<file path="src/rtl/mem_arbiter.sv">
// rtl/mem_arbiter.sv - shares one synchronous memory port between instruction fetch and data access
// Alternating-priority grant, WAIT_STATES extra enable cycles, one-cycle done pulse per access.
module mem_arbiter #(
    parameter int ADDR_WIDTH  = 16,
    parameter int DATA_WIDTH  = 16,
    parameter int WAIT_STATES = 1
) (
    input  logic                  clk,
    input  logic                  reset,
    input  logic                  f_req,
    input  logic [ADDR_WIDTH-1:0] f_addr,
    input  logic                  d_req,
    input  logic                  d_we,
    input  logic [ADDR_WIDTH-1:0] d_addr,
    input  logic [DATA_WIDTH-1:0] d_wdata,
    output logic                  f_done,
    output logic                  d_done,
    output logic [DATA_WIDTH-1:0] rdata,
    output logic                  busy,
    output logic                  owner,
    output logic                  mem_en,
    output logic                  mem_we,
    output logic [ADDR_WIDTH-1:0] mem_addr,
    output logic [DATA_WIDTH-1:0] mem_wdata,
    input  logic [DATA_WIDTH-1:0] mem_rdata
);

    localparam logic [1:0] ST_IDLE   = 2'd0;
    localparam logic [1:0] ST_ACCESS = 2'd1;
    localparam logic [1:0] ST_DONE   = 2'd2;

    localparam logic [3:0] WAIT_LOAD = 4'(WAIT_STATES);

    logic [1:0] state;
    logic [3:0] wait_cnt;
    logic       grant_any;
    logic       grant_data;

    // Under contention the requester that did not win last time is served.
    always_comb begin
        grant_any  = f_req | d_req;
        grant_data = d_req & (~f_req | ~owner);
    end

    always_ff @(posedge clk or posedge reset) begin
        if (reset) begin
            state     <= ST_IDLE;
            wait_cnt  <= 4'd0;
            f_done    <= 1'b0;
            d_done    <= 1'b0;
            rdata     <= '0;
            busy      <= 1'b0;
            owner     <= 1'b0;
            mem_en    <= 1'b0;
            mem_we    <= 1'b0;
            mem_addr  <= '0;
            mem_wdata <= '0;
        end else begin
            case (state)
                ST_IDLE: begin
                    if (grant_any) begin
                        state    <= ST_ACCESS;
                        owner    <= grant_data;
                        busy     <= 1'b1;
                        mem_en   <= 1'b1;
                        wait_cnt <= WAIT_LOAD;
                        if (grant_data) begin
                            mem_addr  <= d_addr;
                            mem_we    <= d_we;
                            mem_wdata <= d_wdata;
                        end else begin
                            mem_addr  <= f_addr;
                            mem_we    <= 1'b0;
                            mem_wdata <= '0;
                        end
                    end
                end
                ST_ACCESS: begin
                    if (wait_cnt != 4'd0) begin
                        wait_cnt <= wait_cnt - 4'd1;
                    end else begin
                        // Last access cycle: memory read data is valid now.
                        state  <= ST_DONE;
                        mem_en <= 1'b0;
                        mem_we <= 1'b0;
                        if (!mem_we) begin
                            rdata <= mem_rdata;
                        end
                        if (owner) begin
                            d_done <= 1'b1;
                        end else begin
                            f_done <= 1'b1;
                        end
                    end
                end
                ST_DONE: begin
                    state  <= ST_IDLE;
                    f_done <= 1'b0;
                    d_done <= 1'b0;
                    busy   <= 1'b0;
                end
                default: begin
                    state  <= ST_IDLE;
                    f_done <= 1'b0;
                    d_done <= 1'b0;
                    busy   <= 1'b0;
                    mem_en <= 1'b0;
                    mem_we <= 1'b0;
                end
            endcase
        end
    end

endmodule

</file>
<file path="config.mk">
export PLATFORM = sky130hd
export DESIGN_NAME = mem_arbiter
export DESIGN_NICKNAME = d
export VERILOG_FILES = /design/src/rtl/mem_arbiter.sv
export SDC_FILE = /design/constraint.sdc
export NUM_CORES = 1
export LEC_CHECK = 0
export CAP_MARGIN = 20
export CORE_ASPECT_RATIO = 1.2
export CORE_MARGIN = 2
export CORE_UTILIZATION = 37
export DETAILED_ROUTE_END_ITERATION = 12
export GPL_TIMING_DRIVEN = 0
export PLACE_DENSITY = 0.79
export SYNTH_ARGS = -nofsm -noshare
export SYNTH_HDL_FRONTEND = slang
export SYNTH_SLANG_ARGS = --single-unit
</file>
<file path="constraint.sdc">
create_clock -name clk -period 1.9 [get_ports clk]
set_clock_uncertainty 0.15 [all_clocks]
set_input_delay 0.19 -clock clk [delete_from_list [all_inputs] [get_ports clk]]
set_output_delay 0.19 -clock clk [all_outputs]
set_load 0.02 [all_outputs]
</file>
* Word level (Yosys, flattened, before mapping)
Index checks and enable logic that the tools add are counted.
Word-level totals: input port bits 69, word-level logic and storage cells 61, register bits 60
Cells by class: reduce and logical (&&, ||, !) cells 11, muxes and demuxes 21, equal/unequal tests 7, bitwise gates (word level) 10, $add $sub $neg 1
Operator list (number):
- 2-to-1 mux 16 bit | 2
- AND reduction 3 bit | 5
- inequality test 2 bit, second input constant | 5
- 2-to-1 mux 1 bit | 8
- 2-to-1 mux 4 bit | 2
- one-hot mux 4 bit (2 select lines) | 1
- NOT 1 bit | 7
- one-hot mux 1 bit (2 select lines) | 3
- one-hot mux 1 bit (3 select lines) | 2
- AND reduction 2 bit | 3
- 2-to-1 mux 2 bit | 2
- one-hot mux 2 bit (2 select lines) | 1
- nonzero test 4 bit | 1
- subtractor 4 x 1 -> 4 bit, second input constant | 1
- equality test 2 x 1 -> 1 bit, second input constant | 1
- equality test 2 bit, second input constant | 1
- logical NOT 2 bit | 1
- OR 1 bit | 2
- nonzero test 2 bit | 1
- AND 1 bit | 1

* Longest topological paths before layout
Gate-level depths: netlist of the first run.
depth in word-level cells 6, gate-level depth with buffers 7, mapped depth without buffers 5

* Worst setup path before layout of the first run
OpenSTA, ideal clock, no wires.
path type flip-flop to flip-flop, from register owner, to register mem_addr[0], setup slack 0.112 ns, arrival 1.513 ns, clock period less this slack 1.788 ns, path buffers 1, cell stages (with the launch flop) 5, required time 1.625 ns, path through dfrtp_1 a21boi_4 buf_6 mux2_2 mux2_2
Between the ends: word-level cells in the longest chain between the ends 4
Ends and longest elaborated chain:
- from (decl) | RTL line 20 | output logic owner,
- from (signal assigned) | RTL line 63 | owner <= grant_data;
- NOT 1 bit | RTL line 42 | grant_data = d_req & (~f_req | ~owner);
- OR 1 bit | RTL line 42
- AND 1 bit | RTL line 42
- 2-to-1 mux 16 bit | RTL line 67 | if (grant_data) begin
- to (signal assigned) | RTL line 68 | mem_addr <= d_addr;
- to (signal assigned) | RTL line 72 | mem_addr <= f_addr;
- to (decl) | RTL line 23 | output logic [ADDR_WIDTH-1:0] mem_addr,
No other way between the ends. A chain may end at the register's enable or synchronous reset.

* Final worst setup path of the first run
from register wait_cnt[1], to register rdata[0]
Between the ends: word-level cells in the longest chain between the ends 3
Ends and longest elaborated chain:
- from (decl) | RTL line 35 | logic [3:0] wait_cnt;
- from (signal assigned) | RTL line 80 | wait_cnt <= wait_cnt - 4'd1;
- nonzero test 4 bit | RTL line 79 | if (wait_cnt != 4'd0) begin
- NOT 1 bit (no source line)
- AND reduction 3 bit (no source line)
- to (signal assigned) | RTL line 87 | rdata <= mem_rdata;
- to (decl) | RTL line 18 | output logic [DATA_WIDTH-1:0] rdata,
No other way between the ends.

==> impl_metrics.tcl, run 1 <==
set metrics [dict create \
    worstSetupPathType "flop to flop" \
    pre_cts_slack_ns -0.2667 \
    power.density_cell_area_mw_per_mm2 1623 \
    setup_viol 0 \
    synth_cell_types 35 \
    worst_setup_margin_ns 0.08591 \
    avgViaCountPerCell 4.717 \
    place.port_buffers 122 \
    cts_htree_levels 3 \
    worst_setup_path_start_kind "flop" \
    critical_path_peak_fanout 10 \
    final-max-slew-violation-count 0 \
    syn-mean-instance-area_sq_um 14.81 \
    critical-path-slowest-cell "sky130_fd_sc_hd__dfrtp_1" \
    routed_wire_length_per_instance_um 14.37 \
    post_route_cells_drive_above_1_share_pct 26.58 \
    worstReg2RegStart "wait_cnt[1]" \
    worst_ir_drop_vdd_v 0.0007285 \
    clkSlewWorstSetupHoldPaths_ns 0.06 \
    fin_worst_hold_slack_ns 0.1152 \
    post-route-drc-count 0 \
    crit_path_end_kind "flop" \
    crit_required_ns 1.95 \
    clock-sinks 60 \
    area_growth_pct 59.58 \
    timing.final.crit_share_pct 95.48 \
    setup_tns_ns 0 \
    synth_edf_count 0 \
    synthArstFlopShare_pct 100.0 \
    clk_latency_ns 0.32 \
    placed_cell_area_sq_mm 0.003941 \
    timing.critical_path.arrival_ns 1.86 \
    initial_utilization_pct 38.03 \
    stdcell_area_sq_mm 0.004135 \
    max_slew_margin_pct 59.36 \
    max_slew.worst_pin.slew_ns 0.6086 \
    rsz_0062_raised_after_global_routing "false" \
    total_leakage_power_nw 1.799 \
    timing.critical_path.max_delay_family "buffers and inverters" \
    final_common_cell "sky130_fd_sc_hd__clkdlybuf4s50_1" \
    most_frequent_cells_in_the_layout "122 x sky130_fd_sc_hd__clkdlybuf4s50_1, 60 x sky130_fd_sc_hd__dfrtp_1, 38 x sky130_fd_sc_hd__mux2_2, 16 x sky130_fd_sc_hd__a22o_1, 11 x sky130_fd_sc_hd__clkbuf_8" \
    synth_seq_cells 60 \
    remaining_antenna_violation_count 0 \
    clock-root-buffer "sky130_fd_sc_hd__clkbuf_8" \
    design.core.area_sq_mm 0.006813 \
    drt_iter0_markers 17 \
    cts_tree "done" \
    synth_sequential_area_ratio_pct 57.94 \
    worst_path_largest_cell_delay_ns 0.37 \
    die_y_um 95.68 \
    finalWorstPathRequiredPeriod_ns 1.814 \
    outcome "finished clean" \
    totalWireLength_mm 5.790 \
    design.die.area_sq_mm 0.007692 \
    worstSetupStartpoint "wait_cnt[1]" \
    yosys_most_used_dff "sky130_fd_sc_hd__dfrtp_1" \
    ios 123 \
    antenna-diode-count 0 \
    maxClockFrequency_mhz 551.2 \
    syn-num-nets 246 \
    clock_path_buffers 2 \
    post_synthesis_cell_count 175 \
    antenna_found_initial 0 \
    cap_violations 0 \
    netlist_area_sq_mm 0.002591 \
    power.total_mw 6.713 \
    hold_viol 0 \
    hold_buffers 0 \
    first_global_vias 1928 \
    yosys_warnings 0 \
    firstDrtPassIters 4 \
    cts_inserted_buffers 9 \
    gr-usage-all-layers_pct 15.49 \
    crit_path_cell_trace "inv_1 -> ha_2 -> and4bb_1 -> buf_6 -> nand2_8 -> buf_12 -> mux2_4" \
    dp_hpwl_mm 4.383 \
    critical_path_buf_inv_count 3 \
    place.gp.congestion 0.6687 \
    pin_count_of_the_biggest_net_entering_global_routing 32 \
    timing.hold.worst.class "input pin to asynchronous set/reset pin" \
    core.rowCount 33 \
    via_count 1901 \
    wire_length_of_the_first_global_routing_pass_mm 8.990 \
    globalRoute.totalOverflow 0 \
    chipWidth_um 80.40 \
    num-nets-final 383 \
]
## registers in the layout, indices dropped and copies added (netlist names), 2 cells and up
signal	count
mem_addr	16
mem_wdata	16
rdata	16
wait_cnt	4
state	2
## through the flow
stage               util, %  std cells
detailed placement    57.85        385
global route          60.70        403
finish                60.70        403
floorplan                 -        175
global placement      57.56        384
CTS                   60.33        400
## synth_stat cells, types with 2 or more instances
master	n	share of area (%)
sky130_fd_sc_hd__dfrtp_1	60	58
sky130_fd_sc_hd__mux2_2	38	17
sky130_fd_sc_hd__a22o_1	16	5.4
sky130_fd_sc_hd__mux2_4	10	5.8
sky130_fd_sc_hd__inv_1	6	0.87
sky130_fd_sc_hd__nor2_1	5	0.72
sky130_fd_sc_hd__buf_4	4	1.2
sky130_fd_sc_hd__a21oi_1	3	0.58
sky130_fd_sc_hd__buf_2	2	0.39
sky130_fd_sc_hd__buf_6	2	0.87
sky130_fd_sc_hd__ha_1	2	0.97
sky130_fd_sc_hd__nand2_1	2	0.29
sky130_fd_sc_hd__nor3_1	2	0.39
sky130_fd_sc_hd__o21ai_0	2	0.39
## repair_timing
action / 4_1_cts / 5_1_grt
buffers inserted: 0 / 3
resized for setup: 0 / 2
setup endpoints to repair: 0 / 20
## logic make-up after synthesis
| logic type | share of synthesized area [%] |
|---|---|
| buffers and inverters | 4.056 |
| DFF | 57.94 |
| adders and majority gates | 0.9656 |
| and+or+nand+nor | 4.781 |
| muxes | 22.31 |
| AOI/OAI and AO/OA | 9.947 |
## worst register-to-register path, cell delays in order, from the launching register on
cell	delay, ns
sky130_fd_sc_hd__dfrtp_1	0.37
sky130_fd_sc_hd__inv_1	0.09
sky130_fd_sc_hd__ha_2	0.19
sky130_fd_sc_hd__and4bb_1	0.21
sky130_fd_sc_hd__buf_6	0.14
sky130_fd_sc_hd__nand2_8	0.08
sky130_fd_sc_hd__buf_12	0.16
sky130_fd_sc_hd__mux2_4	0.30
## where the power goes
group	internal, mW	leakage [nW]	total [mW]	switching, mW
Combinational	1.95	0.980	3.53	1.57
Clock	0.534	0.0893	0.974	0.440
Sequential	1.88	0.730	2.21	0.332
## path summary, 6_finish.rpt
path / depth (start not counted) / endpoint / slack, ns
worst max-delay path: 7 / rdata[0] / 0.09
worst min-delay path: 2 / rdata[1] / 0.12
worst max register to register: 7 / rdata[0] / 0.09
worst min register to register: 1 / mem_en / 0.35
max in group asynchronous: 3 / mem_addr[4] / 0.91
min in group clk: 2 / mem_wdata[1] / 0.31
## metal layers
layer,wire length (um),track usage [%],part of all wire (%),up-vias
met5,0,0,0,-
met3,420,4.735,7.3,7
li1,-,-,-,902
met2,2888,25.69,50,68
met1,2417,19.27,42,924
met4,64,5.085,1.1,0
## layout make-up
type / instances / area (sq um)
clock buffer: 13 / 158.9
fill: 572 / 2678
tap: 87 / 108.9
clock inverter: 2 / 10.01
multi-input combinational: 100 / 987.2
timing repair buffer: 126 / 1264
inverter: 6 / 22.52
sequential: 60 / 1501
buffer: 9 / 82.58
Power figures use the tool's default switching activity.
==> run 2, diff against run 1 <==
- CORE_UTILIZATION: 37 -> 56
- DONT_BUFFER_PORTS: not set -> 1
- PLACE_DENSITY: 0.79 -> 0.76
- TNS_END_PERCENT: not set -> 50
==> run 2 against run 1 <==
Core utilization increased by 17 points. Hold slack got worse by 0.11 ns. Cell area decreased by 15%. Routed wire length increased by 9.1%. Final cell count decreased by 22%. Sequential power increased by 37%. Non-clock buffer count decreased by 60. Via count decreased by 7.2%. Largest cell class unchanged.
==> impl_metrics.tcl, run 2 (synthesized netlist as in run 1, its figures left out) <==
set metrics [dict create \
    cts_inserted_buffers 9 \
    timing.critical_path.max_delay_family "flip-flops" \
    worstSetupPathType "flop to flop" \
    firstDrtPassIters 4 \
    clock_path_buffers 2 \
    timing.hold.worst.class "input pin to flop" \
    rr_worst_depth 7 \
    totalWireLength_mm 6.316 \
    cts_htree_levels 3 \
    critical_path_peak_fanout 10 \
    initial_utilization_pct 57.24 \
    rsz_0062_raised_after_global_routing "false" \
    dp_hpwl_mm 3.892 \
    ff_latch_area_sq_mm 0.001501 \
    die_y_um 78.52 \
    switchingPower_mw 2.346 \
    clkSlewWorstSetupHoldPaths_ns 0.06 \
    worst_ir_drop_vdd_v 0.0009720 \
    avgViaCountPerCell 5.600 \
    post_layout_nonfiller_instances 315 \
    fill_cell_count 263 \
    hold_path.startpoint "d_addr[14]" \
    final_common_cell "sky130_fd_sc_hd__dlygate4sd3_1" \
    wire_length_of_the_first_global_routing_pass_mm 9.542 \
    design.die.area_sq_mm 0.005189 \
    combPwrFrac_pct 29.6 \
    area_growth_pct 35.97 \
    remaining_antenna_violation_count 0 \
    placed_cell_area_sq_mm 0.002684 \
    globalRoute.totalOverflow 0 \
    power_share_of_the_sequential_group_pct 51.8 \
    timing.final.crit_share_pct 97.44 \
    post-route-drc-count 0 \
    fin_worst_hold_slack_ns 0.008748 \
    critical-path-slowest-cell "sky130_fd_sc_hd__dfrtp_1" \
    antenna_found_initial 0 \
    pin_count_of_the_biggest_net_entering_global_routing 41 \
    crit-reg2reg-capture "rdata[11]" \
    worstReg2RegStart "wait_cnt[0]" \
    via_count 1764 \
    worstSetupStartpoint "wait_cnt[0]" \
    final-max-slew-violation-count 0 \
    clk_latency_ns 0.33 \
    first_global_vias 1937 \
    gr-usage-all-layers_pct 25.25 \
    num-nets-final 323 \
    design.core.area_sq_mm 0.004527 \
    finalWorstPathRequiredPeriod_ns 1.851 \
    most_frequent_cells_in_the_layout "63 x sky130_fd_sc_hd__dlygate4sd3_1, 60 x sky130_fd_sc_hd__dfrtp_1, 38 x sky130_fd_sc_hd__mux2_2, 16 x sky130_fd_sc_hd__a22o_1, 10 x sky130_fd_sc_hd__mux2_4" \
    cell_internal_pwr_mw 3.509 \
    maxClockFrequency_mhz 540.2 \
    max_slew_margin_pct 64.01 \
    worst_path_largest_cell_delay_ns 0.41 \
    place.gp.congestion 0.7041 \
    hold_viol 0 \
    setup.reg_to_reg.worst_slack_ns 0.05 \
    routed_wire_length_per_instance_um 20.05 \
    worst_setup_path_start_kind "flop" \
    post_route_cells_drive_above_1_share_pct 33.85 \
    clock-sinks 60 \
    reg.largest.list "mem_addr x16, mem_wdata x16, rdata x16" \
    multiInputGateArea_sq_um 987.2 \
    min_delay_path_depth 2 \
    total_leakage_power_nw 1.587 \
    outcome "finished clean" \
    switching_share_pct 40.07 \
    place.port_buffers 0 \
    clock_power_share_pct 18.6 \
    antenna-diode-count 0 \
    crit_path_end_kind "flop" \
    hold-path-endpoint "mem_addr[14]" \
    ios 123 \
    stdcell_area_sq_mm 0.003523 \
    drt_iter0_markers 67 \
    cts_tree "done" \
    setup_viol 0 \
    chipWidth_um 66.10 \
    power.density_cell_area_mw_per_mm2 1662 \
    critical_path_buf_inv_count 3 \
    cap_violations 0 \
    clock-root-buffer "sky130_fd_sc_hd__clkbuf_8" \
    timing.critical_path.arrival_ns 1.91 \
    max_slew.worst_pin.slew_ns 0.5398 \
    core.rowCount 27 \
    crit_path_cell_trace "inv_2 -> ha_2 -> and4bb_1 -> buf_6 -> nand2_8 -> buf_12 -> mux2_4" \
    placedCellCount 234 \
    crit_required_ns 1.96 \
]
==> run 2: cell count changes in the layout (fill, tap and decap cells not counted) <==
cell / change
sky130_fd_sc_hd__bufinv_16: +1
sky130_fd_sc_hd__clkbuf_1: -2
sky130_fd_sc_hd__dlygate4sd3_1: +63
sky130_fd_sc_hd__clkbuf_8: -2
sky130_fd_sc_hd__clkinvlp_4: +3
sky130_fd_sc_hd__buf_4: -1
sky130_fd_sc_hd__inv_1: -1
sky130_fd_sc_hd__inv_2: +1
sky130_fd_sc_hd__clkdlybuf4s50_1: -122
sky130_fd_sc_hd__clkinv_2: +1
==> run 2: timing repair <==
action / CTS / global route
endpoints found under the setup margin: 10 / 11
gates resized for setup: 0 / 3
pin swaps: 1 / 0
gates cloned: 0 / 0
hold buffers: 61 / 2
endpoints found under the hold margin: 107 / 1
setup buffers: 1 / 1
==> run 2: metrics by stage <==
step	setup TNS (ns)	utilization (%)	setup slack, ns	power [mW]
finish	0	77.83	0.04872	5.855
global route	0	77.83	0.002196	6.148
CTS	0	77.17	0.01721	5.823
detailed placement	-0.4708	59.29	-0.06322	4.620
global placement	-21.14	58.84	-0.3527	4.486
floorplan	0	-	0.07531	4.240
==> run 2: per-layer routing <==
metal	global-route usage, %	up-vias	wire [um]
met5	0	-	0
met4	12.04	0	129
met3	6.877	16	538
met2	44.20	102	3398
met1	27.75	865	2250
li1	-	781	-
==> run 2: worst max path at each step <==
stage / endpoint / cells past startpoint
floorplan: busy / 1
global placement: d_done / 1
detailed placement: mem_addr[7] / 4
CTS: rdata[11] / 7
global route: rdata[2] / 7
finish: rdata[11] / 7
==> run 2: power by group through the flow <==
stage | Combinational [mW] | Clock (mW) | Sequential [mW]
2_1_floorplan | 1.37 | 0 | 2.87
3_3_place_gp | 1.48 | 0 | 3.00
3_5_place_dp | 1.59 | 0 | 3.03
4_1_cts | 1.70 | 1.11 | 3.02
5_1_grt | 1.89 | 1.17 | 3.10
6_report | 1.73 | 1.09 | 3.03
==> run 2: layout make-up <==
type                       instances  share of cell area [%]
clock buffer                       9                   3.516
sequential                        60                   42.61
tap                               58                   2.060
timing repair buffer              66                   18.89
clock inverter                     7                   1.918
buffer                             9                   2.344
multi-input combinational        100                   28.02
inverter                           6                  0.6392
==> RTL edit (flow settings as in run 2) <==
Change the parameter `DATA_WIDTH` from 16 to 24.
--- a/src/rtl/mem_arbiter.sv
+++ b/src/rtl/mem_arbiter.sv
@@ -2,7 +2,7 @@
 // Alternating-priority grant, WAIT_STATES extra enable cycles, one-cycle done pulse per access.
 module mem_arbiter #(
     parameter int ADDR_WIDTH  = 16,
-    parameter int DATA_WIDTH  = 16,
+    parameter int DATA_WIDTH  = 24,
     parameter int WAIT_STATES = 1
 ) (
     input  logic                  clk,
Ports: changed (resized d_wdata, mem_rdata, mem_wdata and rdata); port bits go from 123 to 155. No check against the original RTL was run, so the function may have changed too.
==> RTL edit against run 2 <==
  * The run now ends with setup timing left
  * Area after synthesis rose by 22%
  * Sequential cell count is 16 higher
  * Power is 31% higher
  * Setup slack lost 200 ps
  * Routed wire length is 52% higher
  * Count of clock-buffer cells in the layout up 1
  * Design area rose by 27%
  * Critical endpoint is now rdata[23]$_DFFE_PP0P_
  * Largest cell class unchanged
  * Highest routed layer unchanged
==> RTL edit: results (changes against run 2) <==
----------------------------------------------------
[Critical path]
  Crit-path max cell delay ... 390 ps (was 410 ps)
  Slowest-stage cell, CP ... dfrtp_1 (unchanged)
  CP Data Arrival Time ... 2120 ps (was 1910 ps)
  Critical Path End Type ... register (unchanged)
  Cell depth of the worst flop-to-flop path ... 7 (unchanged)

[Synth]
  Leading post-synthesis cells by instance count ... dfrtp_1, nand2_1, a22o_1 (was dfrtp_1, mux2_2, a22o_1)
  Top post-synthesis cells by area ... dfrtp_1, mux2_4, a22o_1, nand2_1, a31oi_1 (was dfrtp_1, mux2_2, mux2_4, a22o_1, buf_4)
  Number of nets in the synthesized netlist ... 334 (was 246)
  Share of synthesized flip-flops with an asynchronous set or reset ... 1.00 (unchanged)
  Predominant post-synthesis flop cell ... dfrtp_1 (unchanged)
  Share of the yosys chip area belonging to registers ... 0.603 (was 0.579)
  Cells after Synth ... 247 (was 175)
  Distinct cell type count after synthesis ... 36 (was 35)

[Route]
  Avg Vias per Cell ... 6.08 (was 5.60)
  Number of DRC markers in iteration 0 ... 148 (was 67)
  First-pass iteration count of the detailed router ... 4 (unchanged)
  Routed length per instance ... 23.0 um (was 20.1 um)

[Place]
  HPWL Detailed ... 4850 um (was 3890 um)
  GPL Wtd Cong ... 0.760 (was 0.704)
  Placed insts ... 310 (was 234)
  Port buffer count ... 0 (unchanged)

[Min path]
  WHS Path Cells ... 3 (was 2)
  Class of the tightest hold or removal check ... input port to register (unchanged)

[CTS]
  Root buffer cell ... clkbuf_8 (unchanged)
  Clock slew at reported path FFs ... 80 ps (was 60 ps)
  Total CTS buffers ... 9 (unchanged)
  Clock insertion delay at the later pin of the skew report ... 340 ps

[Finish]
  Fillers ... 284 (was 263)
  Post-layout nets ... 437 (was 323)
  Fraction of layout cells with a size suffix above 1 ... 0.217 (was 0.339)
  Number of standard cells in the layout, taps in and fillers out ... 417 (was 315)
  Registers with the most flip-flops ... mem_wdata (24), rdata (24), mem_addr (16) (was mem_addr (16), mem_wdata (16), rdata (16))
  Antenna fix cells ... 0 (unchanged)

[Global route]
  Maximum number of pins on one net before global-route repair ... 40 (was 41)
  Total track usage ... 0.315 (was 0.252)
  Wire length of the first global-routing pass ... 14700 um (was 9540 um)
  Initial antenna violation count ... 0 (unchanged)
  Number of global-route vias before repair ... 2778 (was 1937)

[Power]
  IR drop worst, VDD ... 0.896 mV (was 0.972 mV)
  Leakage component of the power ... 2.03 nW (was 1.59 nW)

[Timing]
  Worst-case headroom to the max-slew limit ... 0.454 (was 0.640)
  Setup ws final ... -150 ps (was 48.7 ps)
  Setup Viol. Count Final ... 24 (was 0)

[Status]
  Status ... finished, violations left (was finished, final reports clean)
  Failing checks ... setup timing

----------------------------------------------------
==> RTL edit: timing repair <==
item,in CTS,in global routing
gates cloned,1,0
hold endpoints to repair,102,3
setup endpoints to repair,61,63
hold buffers,82,1
gates resized for setup,16,9
pin swaps,1,0
setup buffers,7,2
==> RTL edit: metrics by stage <==
| step | utilization | worst slack (ps) | instance area [um2] | setup TNS, ps |
|---|---|---|---|---|
| 6_report | 0.830 | -150 | 4460 | -2950 |
| 3_3_place_gp | 0.603 | -488 | 3240 | -17570 |
| 5_1_grt | 0.830 | -221 | 4460 | -4710 |
| 3_5_place_dp | 0.606 | -524 | 3260 | -19420 |
| 4_1_cts | 0.825 | -146 | 4430 | -3050 |
| 2_1_floorplan | - | -234 | 3160 | -4950 |
==> RTL edit: worst max-delay path: cells and delay by family (launching register included) <==
kind          cells  cell delay [ps]
fa+ha+maj         1              130
buf+inv           3              410
flops             1              390
mux               1              300
simple gates      2              570
==> RTL edit: cells by family (layout without fill, tap and decap cells) <==
group,count (synthesis),in the layout,synth area share
fa+ha+maj,2,2,0.00793
flops,76,76,0.603
simple gates,51,51,0.0773
buf+inv,22,130,0.0400
compound gates,72,72,0.163
mux,24,24,0.109
==> RTL edit: path summary, 6_finish.rpt <==
check                      slack [ps]                     from                       end
min in group asynchronous         340                    reset      rdata[5]$_DFFE_PP0P_
setup / recovery                 -150  wait_cnt[1]$_DFFE_PP0P_     rdata[23]$_DFFE_PP0P_
max in group asynchronous         590                    reset         owner$_DFFE_PP0P_
setup reg to reg                 -150  wait_cnt[1]$_DFFE_PP0P_     rdata[23]$_DFFE_PP0P_
hold / removal                     70                    d_req  mem_addr[11]$_DFFE_PP0P_
hold reg to reg                   420  wait_cnt[1]$_DFFE_PP0P_   wait_cnt[1]$_DFFE_PP0P_
==> RTL edit: cell type report <==
class	instances	area, um2	area share
tap	62	77.6	0.0174
inverter	5	22.5	0.00505
timing repair buffer	94	946	0.212
sequential	76	1900	0.427
clock buffer	10	138	0.0309
multi-input combinational	149	1160	0.261
clock inverter	6	87.6	0.0196
buffer	15	119	0.0267
==> RTL edit: report_power, final <==
part	switching [mW]	internal, mW	total [mW]
logic	1.04	1.38	2.43
registers	1.50	2.36	3.86
clock network	0.607	0.773	1.38
total	3.15	4.52	7.67
==> RTL edit: routing by layer <==
metal / share of wire / global-route usage / up-vias
met5: 0 / 0 / -
met2: 0.52 / 0.555 / 178
li1: - / - / 1099
met4: 0.028 / 0.135 / 0
met1: 0.35 / 0.340 / 1232
met3: 0.10 / 0.105 / 27
